[src/rtl/dram_frame_writer.sv]
// rtl/dram_frame_writer.sv - camera pixel FIFO feeding the SDRAM controller write port
//
// Buffers RGB565 pixels in a small FIFO and writes each one to SDRAM at a
// linear word index via the controller's four-phase DRAMWriteReq/DRAMWriteAck
// handshake. It also reports frame completion and dropped pixels.
//
// Optional feature macro: DRAM_WR_DROP_CNT_EN enables the dropCount port.
//
// Ports:
//   CLK100MHz     in   system clock, rising edge
//   resetN        in   asynchronous active-low reset
//   pixValid      in   pixData strobe, no backpressure
//   pixData       in   RGB565 pixel
//   frameStart    in   restart frame at word 0, flush FIFO
//   DRAMWriteAck  in   controller acknowledge
//   DRAMWriteReq  out  write request
//   rowAddress    out  word index bits [12:0]
//   bankAddress   out  word index bits [14:13]
//   dataToDRAM    out  write data, stable while DRAMWriteReq=1
//   busy          out  transaction in flight or FIFO non-empty
//   frameDone     out  one-cycle pulse when the last word of a frame completes
//   fifoOverflow  out  sticky dropped-pixel flag
//   dropCount     out  saturating dropped-pixel count (DRAM_WR_DROP_CNT_EN only)

module dram_frame_writer #(
    parameter int FIFO_DEPTH  = 8,
    parameter int FRAME_WORDS = 19200
) (
    input  logic        CLK100MHz,
    input  logic        resetN,
    input  logic        pixValid,
    input  logic [15:0] pixData,
    input  logic        frameStart,
    input  logic        DRAMWriteAck,
    output logic        DRAMWriteReq,
    output logic [12:0] rowAddress,
    output logic [1:0]  bankAddress,
    output logic [15:0] dataToDRAM,
    output logic        busy,
    output logic        frameDone,
    output logic        fifoOverflow
`ifdef DRAM_WR_DROP_CNT_EN
    ,
    output logic [15:0] dropCount
`endif
);

    localparam int          AW       = $clog2(FIFO_DEPTH);
    localparam logic [14:0] LAST_IDX = 15'(FRAME_WORDS - 1);

    typedef enum logic [1:0] {
        IDLE    = 2'd0,
        REQ     = 2'd1,
        RELEASE = 2'd2
    } state_t;

    state_t state, next_state;

    logic [15:0] fifo_mem [FIFO_DEPTH];
    logic [AW:0] wr_ptr, rd_ptr;
    logic        fifo_empty, fifo_full;
    logic        push, pop, drop, complete;

    logic [14:0] word_idx;
    logic [14:0] addr_q;
    logic        restart_pending;

    assign fifo_empty = (wr_ptr == rd_ptr);
    assign fifo_full  = (wr_ptr[AW] != rd_ptr[AW]) &&
                        (wr_ptr[AW-1:0] == rd_ptr[AW-1:0]);

    // A frameStart flush empties the FIFO before this cycle's pixel lands,
    // so the pixel is always accepted then. A pop frees a slot in the same
    // cycle, so a full FIFO still accepts.
    assign push = pixValid && (frameStart || !fifo_full || pop);
    assign drop = pixValid && !push;

    // State register
    always_ff @(posedge CLK100MHz or negedge resetN) begin
        if (!resetN) begin
            state <= IDLE;
        end else begin
            state <= next_state;
        end
    end

    // Next-state logic
    always_comb begin
        next_state = IDLE;
        case (state)
            IDLE:    next_state = pop ? REQ : IDLE;
            REQ:     next_state = DRAMWriteAck ? RELEASE : REQ;
            RELEASE: next_state = DRAMWriteAck ? RELEASE : IDLE;
            default: next_state = IDLE;
        endcase
    end

    // Output / control decode. A flush in the same cycle suppresses the pop
    // so a flushed pixel is never written.
    always_comb begin
        DRAMWriteReq = (state == REQ);
        busy         = (state != IDLE) || !fifo_empty;
        pop          = (state == IDLE) && !fifo_empty && !frameStart;
        complete     = (state == RELEASE) && !DRAMWriteAck;
    end

    // FIFO storage has no reset; only the pointers define its contents.
    always_ff @(posedge CLK100MHz) begin
        if (push) begin
            fifo_mem[wr_ptr[AW-1:0]] <= pixData;
        end
    end

    always_ff @(posedge CLK100MHz or negedge resetN) begin
        if (!resetN) begin
            wr_ptr          <= '0;
            rd_ptr          <= '0;
            dataToDRAM      <= '0;
            addr_q          <= '0;
            word_idx        <= '0;
            restart_pending <= 1'b0;
            frameDone       <= 1'b0;
            fifoOverflow    <= 1'b0;
        end else begin
            if (push) begin
                wr_ptr <= wr_ptr + (AW + 1)'(1);
            end

            if (frameStart) begin
                rd_ptr <= wr_ptr;
            end else if (pop) begin
                rd_ptr <= rd_ptr + (AW + 1)'(1);
            end

            if (pop) begin
                dataToDRAM <= fifo_mem[rd_ptr[AW-1:0]];
                addr_q     <= restart_pending ? 15'd0 : word_idx;
            end

            // A pending restart is consumed in IDLE, so a word already in
            // flight keeps its address and the next latched word gets 0.
            if (state == IDLE && restart_pending) begin
                word_idx <= '0;
            end else if (complete) begin
                word_idx <= (word_idx == LAST_IDX) ? 15'd0 : word_idx + 15'd1;
            end

            if (frameStart) begin
                restart_pending <= 1'b1;
            end else if (state == IDLE) begin
                restart_pending <= 1'b0;
            end

            frameDone <= complete && (word_idx == LAST_IDX);

            if (frameStart) begin
                fifoOverflow <= 1'b0;
            end else if (drop) begin
                fifoOverflow <= 1'b1;
            end
        end
    end

`ifdef DRAM_WR_DROP_CNT_EN
    always_ff @(posedge CLK100MHz or negedge resetN) begin
        if (!resetN) begin
            dropCount <= '0;
        end else if (frameStart) begin
            dropCount <= '0;
        end else if (drop && dropCount != 16'hFFFF) begin
            dropCount <= dropCount + 16'd1;
        end
    end
`endif

    assign rowAddress  = addr_q[12:0];
    assign bankAddress = addr_q[14:13];

endmodule
[config.mk]
export PLATFORM = sky130hd
export DESIGN_NAME = dram_frame_writer
export DESIGN_NICKNAME = d
export VERILOG_FILES = /design/src/rtl/dram_frame_writer.sv
export SDC_FILE = /design/constraint.sdc
export NUM_CORES = 1
export LEC_CHECK = 0
export BUFFER_PORTS_ARGS = -buffer_cell sky130_fd_sc_hd__buf_2
export CELL_PAD_IN_SITES_DETAIL_PLACEMENT = 1
export CELL_PAD_IN_SITES_GLOBAL_PLACEMENT = 1
export CORE_ASPECT_RATIO = 1.25
export CORE_MARGIN = 3
export CORE_UTILIZATION = 51
export CTS_BUF_LIST = sky130_fd_sc_hd__clkbuf_4 sky130_fd_sc_hd__clkbuf_8 sky130_fd_sc_hd__clkbuf_16
export DETAILED_ROUTE_END_ITERATION = 10
export MAX_ROUTING_LAYER = met4
export PLACE_DENSITY = 0.78
export SKIP_LAST_GASP = 1
export SLEW_MARGIN = 30
export SYNTH_ARGS = -nofsm -noshare
export SYNTH_HDL_FRONTEND = slang
export SYNTH_SLANG_ARGS = --single-unit
export TNS_END_PERCENT = 5
[constraint.sdc]
create_clock -name CLK100MHz -period 4.7 [get_ports CLK100MHz]
set_input_delay 0.47 -clock CLK100MHz [delete_from_list [all_inputs] [get_ports CLK100MHz]]
set_output_delay 0.47 -clock CLK100MHz [all_outputs]
set_load 0.01 [all_outputs]
[Word-level counts from Yosys, hierarchy flattened]
Memory sizes are Yosys's and may differ from the RTL's. A register that Yosys moved wholly into a read port is not among the register bits.
Index checks and enable logic that the tools add are counted.
Storage, ports and cells
  flip-flop bits (word level): 43
  bits in writable memories: 128
  output and inout port bits: 35
  word-level logic and storage cells: 57
  memories kept: 1
Memories
  fifo_mem: words 8, bits a word 16, read ports 1, clocked after memory_dff 1, write ports 1, line 59  | logic [15:0] fifo_mem [FIFO_DEPTH];
Operators by class
  add/sub/neg operators: 3
  equal/unequal tests: 6
  multiplexer cells: 16
  reductions and logical operators: 23
Operators by type and width (number)
  two-way mux 15 bit: 4
  adder 15 x 1 -> 15 bit, second input constant: 1
  == test 15 bit, second input constant: 1
  nonzero test 2 bit: 5
  adder 4 x 1 -> 4 bit, second input constant: 2
  logical AND 1 bit: 8
  two-way mux 4 bit: 2
  two-way mux 1 bit: 7
  logical NOT 1 bit: 6
  case mux 2 bit (3 select lines): 1
  == test 4 bit: 1
  two-way mux 2 bit: 2
  == test 3 bit: 1
  logical OR 1 bit: 3
  == test 2 x 1 -> 1 bit, second input constant: 1
  == test 2 bit, second input constant: 1
  logical NOT 2 bit: 1
  != test 1 bit: 1

[Logic depth before layout (Yosys ltp)]
Gate-level depths: netlist of the first run.
  depth after elaboration: 10
  mapped depth: 7
  depth with buffers taken out: 5

[Least setup slack after synthesis of the first run]
No wires, ideal clock.
  kind: reg2reg
  from: reg rd_ptr[0]
  to: mem fifo_mem[2][0], enable pin
  library setup time: 430 ps
  arrival: 2927 ps
  path slack: 1342 ps
  cell stages (with the launch flop): 6
  period minus slack after synthesis: 3358 ps
  path through: dfrtp_1 -> buf_2 -> xor2_2 -> nor3_2 -> a21boi_2 -> nor4bb_1
On the way
  word-level cells in the longest chain between the ends: 8
Ends and longest elaborated chain
  from (decl): line 60  | logic [AW:0] wr_ptr, rd_ptr;
  from (signal assigned): line 130  | rd_ptr <= wr_ptr;
  from (signal assigned): line 132  | rd_ptr <= rd_ptr + (AW + 1)'(1);
  == test 4 bit / == test 3 bit (equally long branches): line 68, 70
  logical NOT 1 bit / logical AND 1 bit (equally long branches): line 103, 69
  logical AND 1 bit / logical NOT 1 bit (equally long branches): line 103, 75
  logical AND 1 bit / logical OR 1 bit (equally long branches): line 103, 75
  logical OR 1 bit (*): line 75  | assign push = pixValid && (frameStart || !fifo_full || pop);
  logical AND 1 bit (*): line 75
  two-way mux 1 bit (*): line 109  | if (push) begin
  two-way mux 1 bit (implied by the code) (*): line 110  | fifo_mem[wr_ptr[AW-1:0]] <= pixData;
  to (decl): line 59
Mark *: on every way between the ends. The rest lies on a longest branch, timed or not.

[Final worst setup path of the first run]
  from: reg rd_ptr[2]
  to: mem fifo_mem[6][8], enable pin
The elaborated chain is that of the path after synthesis.

==> results of run 1 <==
==> through the flow <==
stage / hold WS, ns / cell area (um2) / instances / worst slack, ns
6_report: 0.222 / 8760 / 729 / 1.58
5_1_grt: 0.290 / 8760 / 729 / 1.39
4_1_cts: 0.250 / 8750 / 728 / 1.57
3_5_place_dp: 0.461 / 8160 / 696 / 1.61
3_3_place_gp: 0.457 / 8150 / 695 / 1.44
2_1_floorplan: 0.174 / 7710 / 486 / 1.34
==> layout by cell type (no fill, tap or decap), types with 2 or more instances in the layout <==
cell and count:
a21oi_1 2, ha_1 3, inv_6 5, dfrtp_1 57
xor2_2 2, nor4bb_4 2, mux4_2 32, mux2i_1 18
buf_4 8, buf_2 55, nand4_1 5, xnor2_1 2
nor2_1 8, nand3_1 14, and3_1 4, a21boi_0 2
a31oi_1 23, clkbuf_16 17, o21ai_0 6, and4_1 3
edfxtp_1 128, o211ai_1 3, o21ai_1 30, and4b_1 3
dfrtp_2 2, nand2b_1 15, clkinvlp_4 3, inv_1 4
nand2_1 43, xor2_1 6, inv_8 4, nand3b_1 3
nor3_1 6, nor2b_1 3, nor4_1 3
==> state kept, by name, indices dropped and copies added (netlist names) <==
signal / count
fifo_mem: 128
dataToDRAM: 16
addr_q: 15
word_idx: 15
rd_ptr: 4
wr_ptr: 4
state: 2
fifoOverflow: 1
frameDone: 1
restart_pending: 1
==> layer usage <==
metal | global-route usage | up-vias
met5 | - | -
met4 | 0.0745 | 0
met3 | 0.0383 | 22
met2 | 0.366 | 92
met1 | 0.257 | 2255
li1 | - | 1993
==> logic make-up (layout without fill, tap and decap cells) <==
logic type,count (synthesis),count (layout),share of synthesized area
AOI/OAI and AO/OA,78,78,0.0644
other,0,1,0
DFF,187,187,0.690
muxes,51,51,0.118
and+or+nand+nor,121,121,0.0855
xor gates and xnor gates,10,10,0.0133
buffers and inverters,36,100,0.0238
adders and majority gates,3,3,0.00487
==> worst max-delay path, stage by stage (launching register included) <==
cell and delay [ns]:
dfrtp_2 0.80, xor2_1 0.48, nor3_2 0.16, a21boi_2 0.38, and4b_1 0.90
==> power by group through the flow <==
| stage | logic, uW | registers (uW) | clock network, uW |
|---|---|---|---|
| finish | 1470 | 2310 | 1420 |
| global route | 1630 | 2350 | 1520 |
| detailed placement | 1480 | 2340 | 0 |
| floorplan | 1150 | 2220 | 0 |
| global placement | 1420 | 2310 | 0 |
| CTS | 1510 | 2310 | 1450 |
==> cell type report <==
| type | count | area share |
|---|---|---|
| clock inverters | 14 | 0.0171 |
| flip-flops and latches | 187 | 0.608 |
| multi-input cells | 263 | 0.257 |
| repair buffers | 64 | 0.0406 |
| diodes | 1 | 0.000286 |
| clock buffers | 18 | 0.0502 |
| well taps | 178 | 0.0254 |
| inverters | 4 | 0.00171 |
==> worst min path at each step <==
stage,startpoint,endpoint,slack [ns],depth (start not counted)
floorplan,resetN,addr_q[0],0.17,0
global placement,addr_q[12],addr_q[12],0.46,2
detailed placement,addr_q[12],addr_q[12],0.46,2
CTS,resetN,rd_ptr[3],0.25,2
global route,resetN,addr_q[8],0.29,2
finish,resetN,rd_ptr[3],0.22,2
==> impl_metrics.toml, run 1 <==
[power_and_ir_drop]
power.ir.vdd_worst_uv = 351
seqPwrFrac = 0.444
power.internal_uw = 3480
pwr-share-clk = 0.273
switchingPower_uw = 1730
p_leak_uw = 0.00328
powerDensity_nw_per_um2 = 595
p_sw_frac = 0.332
pwr-share-comb = 0.283
p_total_uw = 5210

[layout]
final_util = 0.600
num-fill-cells = 1354
nNetsFinal = 561
register_area_um2 = 5320
drive_gt1_frac = 0.258
multi_input_area_um2 = 2250
area_delta_synth_final_pct = 13.5

[floorplanning]
io_pins = 56
die_w_um = 116
die_y_um = 143
core_area_um2 = 14600
initial_core_util = 0.529
num_rows = 49
die-area_um2 = 16600

[setup_path]
r2r-start = "rd_ptr[2]"
worstPathArrival_ns = 3.17
r2r-end = "fifo_mem[6][8]"
crit_path_max_fanout = 20
reg2reg_depth = 4
endpoint = "fifo_mem[6][8]"
crit_path_start = "rd_ptr[2]"
required_ns = 4.75
worst_setup_path_end_kind = "register"
reg2reg_slack_ns = 1.58
path_class = "register to register"
critPathLaunchType = "register"

[global_routing]
grt_pass1_vias = 4693
antenna_found_initial = 1
grtUsageTotal = 0.214
overflow = 0
grt_pass1_wl_um = 26000
grt_max_degree = 60

[cts]
h-tree-depth = 4
clkSlewWorstSetupHoldPaths_ns = 0.07
insertion_delay_ns = 0.43
cts_hold_buf = 0
cts.repair.resized = 0
root_buffer = "clkbuf_16"
cts_setup_buffers = 0
tritoncts = "done"
cts_sinks = 187
cts_buffer_depth = 2
numCtsBuffers = 17

[logic_synthesis]
synth_nets = 510
syn_inst = 486
synth_ff_type = "edfxtp_1"
yosys-top-cells-count = "edfxtp_1, dfrtp_1, nand2_1"
synth.top_cell.area_share = 0.498
netlist_area_um2 = 7710
avgSynthCellArea_um2 = 15.9
synth_edf_count = 128
yosysTopAreaCell = "edfxtp_1"
yosysMostFrequentCell = "edfxtp_1"
ys_types = 53
yosysWarnings = 0
ys_seq_area_frac = 0.690
synth_area_leaders = "edfxtp_1, dfrtp_1, mux4_2"
async_flop_share = 0.316
ys_ff_latch = 187

[drt]
wl_met1_um = 6470
first_pass_iters = 4
drc = 0
postRouteAntennaNets = 0
wl_met3_um = 582
vias_per_cell = 5.98
wl_um = 16000
dr.max_layer_used = "met4"
num_vias = 4362
dr_wl_met2_um = 8650
routedWlPerCell_um = 21.9
drt_iter0_markers = 196

[place]
routabilityCongestion = 0.824
portBuffers = 55
hpwl_um = 9650

[timing]
finClkSkew_ns = 0.0134
rsz0062_at_grt = "no"
setup_tns_ns = 0
slew_violations = 0
max_slew_margin = 0.361
setup_viol = 0
period_share = 0.664
worst_pin_slew_ns = 0.959
finalCriticalPeriod_ns = 3.12
final_hold_viol_count = 0
fmax_mhz = 321

[run]
drv_cap = 0

[outcome]
outcome = "completed"

[min_path]
hp-class = "primary input to async pin"
Note: power is estimated with default switching activity, not from simulation.
==> inputs of run 2 (changes only) <==
--- a/config.mk
+++ b/config.mk
@@ -10,11 +10,11 @@
 export CELL_PAD_IN_SITES_GLOBAL_PLACEMENT = 1
 export CORE_ASPECT_RATIO = 1.25
 export CORE_MARGIN = 3
-export CORE_UTILIZATION = 51
+export CORE_UTILIZATION = 46
 export CTS_BUF_LIST = sky130_fd_sc_hd__clkbuf_4 sky130_fd_sc_hd__clkbuf_8 sky130_fd_sc_hd__clkbuf_16
 export DETAILED_ROUTE_END_ITERATION = 10
 export MAX_ROUTING_LAYER = met4
-export PLACE_DENSITY = 0.78
+export PLACE_DENSITY = 0.75
 export SKIP_LAST_GASP = 1
 export SLEW_MARGIN = 30
 export SYNTH_ARGS = -nofsm -noshare
==> constraint.sdc (replaced) <==
create_clock -name CLK100MHz -period 2.7 [get_ports CLK100MHz]
set_input_delay 0.27 -clock CLK100MHz [delete_from_list [all_inputs] [get_ports CLK100MHz]]
set_output_delay 0.27 -clock CLK100MHz [all_outputs]
set_load 0.01 [all_outputs]
==> impl_metrics.toml, run 2 (synthesized netlist as in run 1, its figures left out) <==
[layout]
largest_register_ffs = 128
nNetsFinal = 577
diodes = 0
postLayoutCellArea_um2 = 8970
layout_common_cells = "edfxtp_1, dfrtp_1, buf_2"
final_common_cell = "edfxtp_1"
register_area_um2 = 5320
area_delta_synth_final_pct = 16.4
num-fill-cells = 1544
drive_gt1_frac = 0.276
multi_input_area_um2 = 2240

[setup_path]
r2r-end = "fifo_mem[2][0]"
worst_setup_path_end_kind = "register"
path_class = "register to register"
reg2reg_depth = 5
reg2reg_slack_ns = 0.26
crit_path_max_fanout = 16
critPathLaunchType = "register"
worstPathArrival_ns = 2.54
r2r-start = "wr_ptr[0]"
required_ns = 2.81

[drt]
wl_um = 16900
first_pass_iters = 4
drt_iter0_markers = 296
vias_per_cell = 5.69
postRouteAntennaNets = 0
drc = 0
routedWlPerCell_um = 21.7
num_vias = 4453

[cts]
tritoncts = "done"
cts.repair.resized = 0
cts_sinks = 187
h-tree-depth = 4
insertion_delay_ns = 0.43
root_buffer = "clkbuf_16"
cts_buffer_depth = 2
clkSlewWorstSetupHoldPaths_ns = 0.07
cts_setup_buffers = 0
numCtsBuffers = 17

[timing]
period_share = 0.902
worst_pin_slew_ns = 0.652
fmax_mhz = 411
slew_violations = 0
finClkSkew_ns = 0.00761
rsz0062_at_grt = "no"
max_slew_margin = 0.560
whs_ns = 0.115
final_hold_viol_count = 0
finalCriticalPeriod_ns = 2.44
setup_tns_ns = 0
setup_viol = 0

[min_path]
hp-class = "primary input to register"
min_to = "fifo_mem[4][5]"
holdPathStages = 1
hp-start = "pixData[5]"

[floorplanning]
die-area_um2 = 18400
die_y_um = 151
initial_core_util = 0.472
num_rows = 52
io_pins = 56
die_w_um = 122
core_area_um2 = 16300

[place]
portBuffers = 55
routabilityCongestion = 0.795
dpl_cell_area_um2 = 8320
hpwl_um = 10700

[outcome]
outcome = "completed"

[power_and_ir_drop]
powerDensity_nw_per_um2 = 1050
p_leak_uw = 0.00339
power.ir.vdd_worst_uv = 604

[global_routing]
grt_pass1_vias = 4778
overflow = 0
antenna_found_initial = 0
grt_pass1_wl_um = 26900
grtUsageTotal = 0.202
grt_max_degree = 56

[run]
drv_cap = 0
==> run 2: how the worst max path moves through the flow <==
stage | slack [ns] | depth (start not counted) | start | endpoint
floorplan | -0.06 | 5 | wr_ptr[0] | fifo_mem[2][0]
global placement | 0.42 | 5 | wr_ptr[0] | fifo_mem[2][5]
detailed placement | 0.31 | 5 | wr_ptr[0] | fifo_mem[2][6]
CTS | 0.23 | 5 | wr_ptr[0] | fifo_mem[2][0]
global route | 0.10 | 5 | wr_ptr[0] | fifo_mem[2][10]
finish | 0.26 | 5 | wr_ptr[0] | fifo_mem[2][0]
==> run 2: where the power goes <==
part / switching (uW) / internal [uW]
Sequential: 351 / 3590
Combinational: 1560 / 1210
Clock: 1110 / 1600
Total: 3030 / 6400
==> run 2: critical path: stages (launching register included) <==
cell,delay [ns]
dfrtp_1,0.63
xor2_2,0.35
nor3_2,0.11
a21boi_2,0.37
nor4bb_4,0.35
buf_4,0.31
==> run 2: layer usage <==
metal	wire, um	global-route usage	part of all wire
met5	0	-	0
met4	308	0.0734	0.018
met3	579	0.0365	0.034
met2	9010	0.342	0.53
met1	7050	0.245	0.42
==> run 2: layout make-up <==
type,count,area share
Inverter,4,0.00167
Sequential cell,187,0.593
Clock buffer,18,0.0489
Multi-Input combinational cell,263,0.250
Timing Repair Buffer,80,0.0533
Clock inverter,14,0.0233
Tap cell,216,0.0301
==> run 2: what timing repair did <==
action | in CTS | in global routing
hold buffers | 1 | 0
hold endpoints to repair | 59 | 0
setup endpoints to repair | 0 | 0
==> run 2: through the flow <==
step	total power, uW	instances	util	setup WS [ns]
after floorplan	5880	486	-	-0.0649
final	9430	782	0.550	0.265
after CTS	9550	782	0.550	0.226
after detailed placement	6780	749	0.509	0.305
after global placement	6640	749	0.509	0.419
after global routing	9910	782	0.550	0.104
